<file path="src/rtl/bf_stream_scheduler.sv">
// bf_stream_scheduler: joins the four 128-bit sample streams into lock-step
// beats, registers them toward the combiner and tags every beat with the
// weight snapshot that stays constant for the whole frame.
//
// state     | meaning
// ST_IDLE   | between frames; a pending weight commit may be applied
// ST_FRAME  | inside a frame; active weights frozen until the last beat
module bf_stream_scheduler #(
  parameter int DATA_W   = 128,
  parameter int WEIGHT_W = 9,
  parameter int FCNT_W   = 16
) (
  input  logic                  CLK,
  input  logic                  resetn,
  input  logic [DATA_W-1:0]     s00_tdata,
  input  logic                  s00_tvalid,
  input  logic                  s00_tlast,
  output logic                  s00_tready,
  input  logic [DATA_W-1:0]     s01_tdata,
  input  logic                  s01_tvalid,
  input  logic                  s01_tlast,
  output logic                  s01_tready,
  input  logic [DATA_W-1:0]     s20_tdata,
  input  logic                  s20_tvalid,
  input  logic                  s20_tlast,
  output logic                  s20_tready,
  input  logic [DATA_W-1:0]     s21_tdata,
  input  logic                  s21_tvalid,
  input  logic                  s21_tlast,
  output logic                  s21_tready,
  output logic [DATA_W-1:0]     m_tdata00,
  output logic [DATA_W-1:0]     m_tdata01,
  output logic [DATA_W-1:0]     m_tdata20,
  output logic [DATA_W-1:0]     m_tdata21,
  output logic [8*WEIGHT_W-1:0] m_weights,
  output logic                  m_tvalid,
  output logic                  m_tlast,
  input  logic                  m_tready,
  input  logic                  cfg_we,
  input  logic [2:0]            cfg_addr,
  input  logic [WEIGHT_W-1:0]   cfg_wdata,
  input  logic                  cfg_commit,
  output logic                  cfg_pending,
  output logic [FCNT_W-1:0]     frame_count,
  output logic                  align_err
);

  localparam logic [0:0] ST_IDLE  = 1'b0;
  localparam logic [0:0] ST_FRAME = 1'b1;
  localparam int         BANK_W   = 8 * WEIGHT_W;

  logic [0:0]        state;
  logic [BANK_W-1:0] shadow_bank;
  logic [BANK_W-1:0] active_bank;
  logic              all_valid;
  logic              out_free;
  logic              accept;
  logic              lasts_mixed;
  logic              apply_pt;
  logic              commit_now;

  // Join: a beat is taken only when all four channels present data and the
  // output slot is free; held off entirely while in reset.
  always_comb begin
    all_valid   = s00_tvalid & s01_tvalid & s20_tvalid & s21_tvalid;
    out_free    = !m_tvalid | m_tready;
    accept      = resetn & all_valid & out_free;
    lasts_mixed = (s00_tlast ^ s01_tlast) | (s00_tlast ^ s20_tlast) |
                  (s00_tlast ^ s21_tlast);
    apply_pt    = ((state == ST_IDLE) & !accept) | (accept & s00_tlast);
    commit_now  = apply_pt & (cfg_commit | cfg_pending);
  end

  assign s00_tready = accept;
  assign s01_tready = accept;
  assign s20_tready = accept;
  assign s21_tready = accept;

  // Output register: load on accept, drop valid once the combiner takes it.
  always_ff @(posedge CLK) begin
    if (!resetn) begin
      m_tvalid  <= 1'b0;
      m_tlast   <= 1'b0;
      m_tdata00 <= '0;
      m_tdata01 <= '0;
      m_tdata20 <= '0;
      m_tdata21 <= '0;
      m_weights <= '0;
    end else if (accept) begin
      m_tvalid  <= 1'b1;
      m_tlast   <= s00_tlast;
      m_tdata00 <= s00_tdata;
      m_tdata01 <= s01_tdata;
      m_tdata20 <= s20_tdata;
      m_tdata21 <= s21_tdata;
      m_weights <= active_bank;
    end else if (m_tready) begin
      m_tvalid  <= 1'b0;
    end
  end

  // Frame tracking follows channel 00's tlast only.
  always_ff @(posedge CLK) begin
    if (!resetn) begin
      state <= ST_IDLE;
    end else if (accept) begin
      state <= s00_tlast ? ST_IDLE : ST_FRAME;
    end
  end

  // Completed-frame counter and sticky tlast disagreement flag.
  always_ff @(posedge CLK) begin
    if (!resetn) begin
      frame_count <= '0;
      align_err   <= 1'b0;
    end else if (accept) begin
      if (s00_tlast) begin
        frame_count <= frame_count + {{(FCNT_W-1){1'b0}}, 1'b1};
      end
      if (lasts_mixed) begin
        align_err <= 1'b1;
      end
    end
  end

  // Weight banks: host writes the shadow any time; the copy to active happens
  // only at a frame boundary so one frame never mixes two weight sets. The
  // copy takes the shadow as it was before a same-cycle write.
  always_ff @(posedge CLK) begin
    if (!resetn) begin
      shadow_bank <= '0;
      active_bank <= '0;
      cfg_pending <= 1'b0;
    end else begin
      if (cfg_we) begin
        shadow_bank[int'(cfg_addr)*WEIGHT_W +: WEIGHT_W] <= cfg_wdata;
      end
      if (commit_now) begin
        active_bank <= shadow_bank;
        cfg_pending <= 1'b0;
      end else if (cfg_commit) begin
        cfg_pending <= 1'b1;
      end
    end
  end

endmodule

</file>
<file path="config.mk">
export PLATFORM = sky130hd
export DESIGN_NAME = bf_stream_scheduler
export DESIGN_NICKNAME = d
export VERILOG_FILES = /design/src/rtl/bf_stream_scheduler.sv
export SDC_FILE = /design/constraint.sdc
export NUM_CORES = 2
export LEC_CHECK = 0
export ABC_AREA = 1
export BUFFER_PORTS_ARGS = -buffer_cell sky130_fd_sc_hd__buf_2
export CAP_MARGIN = 0
export CELL_PAD_IN_SITES_DETAIL_PLACEMENT = 1
export CELL_PAD_IN_SITES_GLOBAL_PLACEMENT = 1
export CORE_AREA = 2 2 441 443
export CTS_CLUSTER_DIAMETER = 40
export DETAILED_ROUTE_END_ITERATION = 8
export DIE_AREA = 0 0 443 445
export PLACE_DENSITY = 0.39
export SLEW_MARGIN = 10
export SYNTH_ARGS = -nofsm -noshare
export SYNTH_HDL_FRONTEND = slang
export SYNTH_SLANG_ARGS = --single-unit
export TNS_END_PERCENT = 50
</file>
<file path="constraint.sdc">
create_clock -name CLK -period 4.03 [get_ports CLK]
set_input_delay 0.403 -clock CLK [delete_from_list [all_inputs] [get_ports CLK]]
set_output_delay 0.403 -clock CLK [all_outputs]
set_load 0.02 [all_outputs]
</file>
==> results.md <==
- Of the available clock period, the critical path in the final layout requires 0.767.
- Of all cell types, the one taking the most synthesized area is sky130_fd_sc_hd__dfxtp_1.
- The post-route standard cell area excluding fillers is 46,800 um^2.
- The detail route stage leaves a number of antenna-violating nets equal to 0.
- The worst slew slack as a fraction of its limit is 0.306.
- The xor/xnor share of the synthesized area is 0.00155.
- Once routing completed, OpenROAD measured the worst setup slack at 0.937 ns.
- Of all flip-flops after synthesis, the portion carrying an async set or reset was 0.
- The fraction of the mapped netlist area in simple logic gates is 0.228.
- The post-CTS setup repair buffer count is 0.
- The placer's final routability congestion estimate is 0.871.
- The total overflow left after global routing is 0.
- After layout, the design draws a total of 25.1 mW.
- The run finished with clean final reports.
- The worst path needs 3.09 ns of the cycle, external delays included.
- The pre-antenna-repair detailed-routing pass consisted of 5 iterations.
- Synthesis produced a netlist with a net count of 3,892.
- The data arrival time at the worst-slack endpoint is 2.69 ns.
- The global routing usage summed across all routing layers is 0.160.
- Leaving out filler cells and counting taps, the final layout contains 7,691.
- Including well taps, the total number of placed cells is 6,813.
- The worst slack after detailed placement is 1.01 ns.
- Pin placement for this block handled 1,145 I/O pins.
- In this run, synthesis produced a sequential element count of 749.
- The count of port buffers added during placement is 1,144.
- The accumulated negative setup slack is 0 ns.
- The number of maximum-capacitance violations is 0.
- The first global-routing pass estimated 231 mm of wire.
- The type of the worst setup path is reg2out.
- The number of antenna violations at the first check in global routing is 42.
- The height of the die is 445 um.
- For this block, the initial DRC count from the detailed router was 1,489.
- Derived from the worst setup path, the maximum achievable clock frequency is 0.323 GHz.
- Entering global routing, the biggest net connects 176 pins.
- The final hold slack is 0.0894 ns.
- The areal power density over the cells is 537 nW/um^2.
- The area of the core region is 192,000 um^2.
- After synthesis, the netlist uses 34 different library cells.
- Among all flip-flop cells after synthesis, the most frequent one is sky130_fd_sc_hd__dfxtp_1.
- For this configuration, the core starts out at a cell density of 0.139.
- The synthesized design contains 0 enable-type register cells.
- By area, the combinational part of the netlist is dominated by simple AND/OR/NAND/NOR gates.
- TritonCTS built the clock tree.
- The tightest min-delay check is of the in2reg type.
- The root buffer selected by CTS is sky130_fd_sc_hd__clkbuf_16.
- At the end of the flow the core is filled with cells to 0.244.
- STA classifies the critical path startpoint as a flip-flop.
- For this run, the register share of the synthesized area comes to 0.562.
- The number of global-route vias before repair is 30,900.
- The mean instance size in the synthesized netlist is 7.97 um^2.
- The die covers 197,000 um^2.
- The fraction of final layout cells sized beyond drive strength 1 is 0.303.
- The number of hold violations in the final report is 0.
- Of the post-synthesis cell area, the dominant cell type holds 0.562.
- After detailed routing, the total wire length is 164 mm.
- In the routed layout, each cell is associated on average with a via count of 3.86.
- The pin slew with the least headroom to its limit is 1.04 ns.
- In the routed design, unresolved DRC markers number 0.
- The total number of vias is 29,700.
- Clock latency on the worst-skew pair, taken at its later pin, is 0.84 ns.
- The half-perimeter wire length after placement is 122 mm.
- VDD sags by at most 399 uV.
- The gate count after technology mapping is 3,351.
- Along the worst path, the maximum fanout reaches 59.
- The synthesized area is 26,700 um^2.
- Fill cells in the final layout number 22,800.
- From synthesis to final layout, the design area changed by 75.2%.
- STA puts the critical path data required time at 3.63 ns.
- After the last flow step, the layout net total stands at 5,542.
- Setup repair after global routing left no endpoint under its margin.
- The final number of setup-violating endpoints is 0.
- Dividing the detail-routed wire length by the instance count gives 21.4 um.
- The complex-gate fraction of the synthesized area is 0.150.
- For this design the static power due to leakage is 19.4 nW.
- For this design, the sink count on the clock tree is 749.
- After synthesis, the cell types taking the most area are sky130_fd_sc_hd__dfxtp_1 (56%), sky130_fd_sc_hd__nand2_1 (18%), sky130_fd_sc_hd__a21oi_1 (13%).
- STA classifies the critical path endpoint as a primary output.
- The clock passes through at most 3 buffers.
- The max-slew violation total from the final report was 0.
- The H-tree was split into 4 levels.
- The worst clock skew on the final layout is 0.0709 ns.
- The multiplexer area fraction after synthesis is 0.
- The placement-stage cell area is 34,700 um^2.
- The Yosys warning count is 0.
- The die is 443 um wide.
- Of the total synthesized cell area, the portion taken by full adders, half adders and majority gates is 0.00187.
- Clock tree synthesis inserted a total of 190 buffers.
- The clock-pin slew on the worst setup and hold paths is 0.05 ns.
- The floorplan has 161 rows.
==> sequential cells by signal, indices dropped and copies added, names as in the netlist, 16 cells and up <==
name         count
m_tdata00      128
m_tdata01      128
m_tdata20      128
m_tdata21      128
active_bank     72
m_weights       72
shadow_bank     72
frame_count     16
==> layout make-up <==
class                           instances  area [um^2]  area share
Multi-Input combinational cell       2311        10200       0.218
Clock inverter                         69         1220      0.0260
Antenna cell                           12         30.0    0.000642
Timing Repair Buffer                 1708        11400       0.243
Inverter                               41          178     0.00380
Clock buffer                          275         5640       0.121
Sequential cell                       749        15000       0.320
Tap cell                             2526         3160      0.0675
==> worst max-delay path: stages (launching register included) <==
cell and delay, ns:
sky130_fd_sc_hd__dfxtp_1 0.32, sky130_fd_sc_hd__nand2_1 0.24, sky130_fd_sc_hd__nand3_4 0.28, sky130_fd_sc_hd__inv_8 0.49
sky130_fd_sc_hd__buf_12 0.31, sky130_fd_sc_hd__buf_2 0.22
==> path summary, 6_finish.rpt <==
path,startpoint,to,slack (ns),depth (start not counted)
worst min register to register,active_bank[44],m_weights[44],0.42,2
worst max-delay path,m_tvalid,s01_tready,0.94,5
worst min-delay path,cfg_wdata[4],shadow_bank[22],0.09,3
worst max register to register,m_tvalid,m_tdata00[53],1.52,6
==> logic make-up (layout without fill, tap and decap cells) <==
family | Yosys count | after routing
fa+ha+maj | 4 | 4
flops | 749 | 749
buf+inv | 291 | 2093
compound gates | 790 | 790
xor+xnor | 3 | 3
other cells | 0 | 12
simple gates | 1514 | 1514
==> cell usage after synthesis, types with 3 or more instances <==
library cell / count
sky130_fd_sc_hd__nor2_4: 5
sky130_fd_sc_hd__nand2_4: 4
sky130_fd_sc_hd__buf_2: 98
sky130_fd_sc_hd__inv_1: 36
sky130_fd_sc_hd__dfxtp_1: 749
sky130_fd_sc_hd__a21oi_1: 706
sky130_fd_sc_hd__nand3_1: 65
sky130_fd_sc_hd__o21a_1: 3
sky130_fd_sc_hd__a21oi_2: 13
sky130_fd_sc_hd__buf_4: 48
sky130_fd_sc_hd__buf_1: 10
sky130_fd_sc_hd__nand2_1: 1307
sky130_fd_sc_hd__nand4_1: 3
sky130_fd_sc_hd__buf_6: 4
sky130_fd_sc_hd__o21ai_0: 66
sky130_fd_sc_hd__buf_12: 4
sky130_fd_sc_hd__nor3_1: 16
sky130_fd_sc_hd__clkbuf_1: 82
sky130_fd_sc_hd__nor2_1: 80
sky130_fd_sc_hd__ha_1: 4
sky130_fd_sc_hd__nand3_2: 29
==> power breakdown <==
part           total (mW)  switching [mW]  internal [mW]
clock network        16.1            5.13           11.0
registers            7.59          0.0556           7.54
logic                1.48           0.811          0.665
total                25.1            5.99           19.2
==> layout by cell type, fill, tap and decap left out, types with 4 or more instances in the layout <==
cell | Yosys | final
sky130_fd_sc_hd__diode_2 | 0 | 12
sky130_fd_sc_hd__clkinv_2 | 0 | 27
sky130_fd_sc_hd__a21oi_1 | 706 | 706
sky130_fd_sc_hd__clkbuf_8 | 0 | 57
sky130_fd_sc_hd__clkinvlp_4 | 0 | 6
sky130_fd_sc_hd__dfxtp_1 | 749 | 749
sky130_fd_sc_hd__ha_1 | 4 | 4
sky130_fd_sc_hd__nor2_4 | 5 | 5
sky130_fd_sc_hd__clkbuf_1 | 82 | 28
sky130_fd_sc_hd__clkinv_16 | 0 | 13
sky130_fd_sc_hd__buf_2 | 98 | 1144
sky130_fd_sc_hd__nor2_1 | 80 | 80
sky130_fd_sc_hd__nand3_2 | 29 | 28
sky130_fd_sc_hd__nor3_1 | 16 | 16
sky130_fd_sc_hd__o21ai_0 | 66 | 66
sky130_fd_sc_hd__nand2_4 | 4 | 4
sky130_fd_sc_hd__bufinv_16 | 0 | 20
sky130_fd_sc_hd__a21oi_2 | 13 | 13
sky130_fd_sc_hd__nand3_1 | 65 | 65
sky130_fd_sc_hd__clkbuf_16 | 0 | 190
sky130_fd_sc_hd__buf_12 | 4 | 9
sky130_fd_sc_hd__nand2_1 | 1307 | 1307
sky130_fd_sc_hd__buf_4 | 48 | 33
sky130_fd_sc_hd__inv_1 | 36 | 36
sky130_fd_sc_hd__dlygate4sd3_1 | 0 | 522
==> timing repair <==
item,CTS,global route
setup endpoints to repair,0,0
resized for setup,0,0
hold buffers,522,0
endpoints found under the hold margin,531,0
==> per-layer routing <==
| layer | track usage | up-vias | part of all wire |
|---|---|---|---|
| li1 | - | 14200 | - |
| met1 | 0.192 | 14400 | 0.42 |
| met2 | 0.285 | 822 | 0.51 |
| met3 | 0.0338 | 269 | 0.043 |
| met4 | 0.0485 | 4 | 0.027 |
| met5 | 0 | - | 0.00016 |
Note: power is estimated with default switching activity, not from simulation.
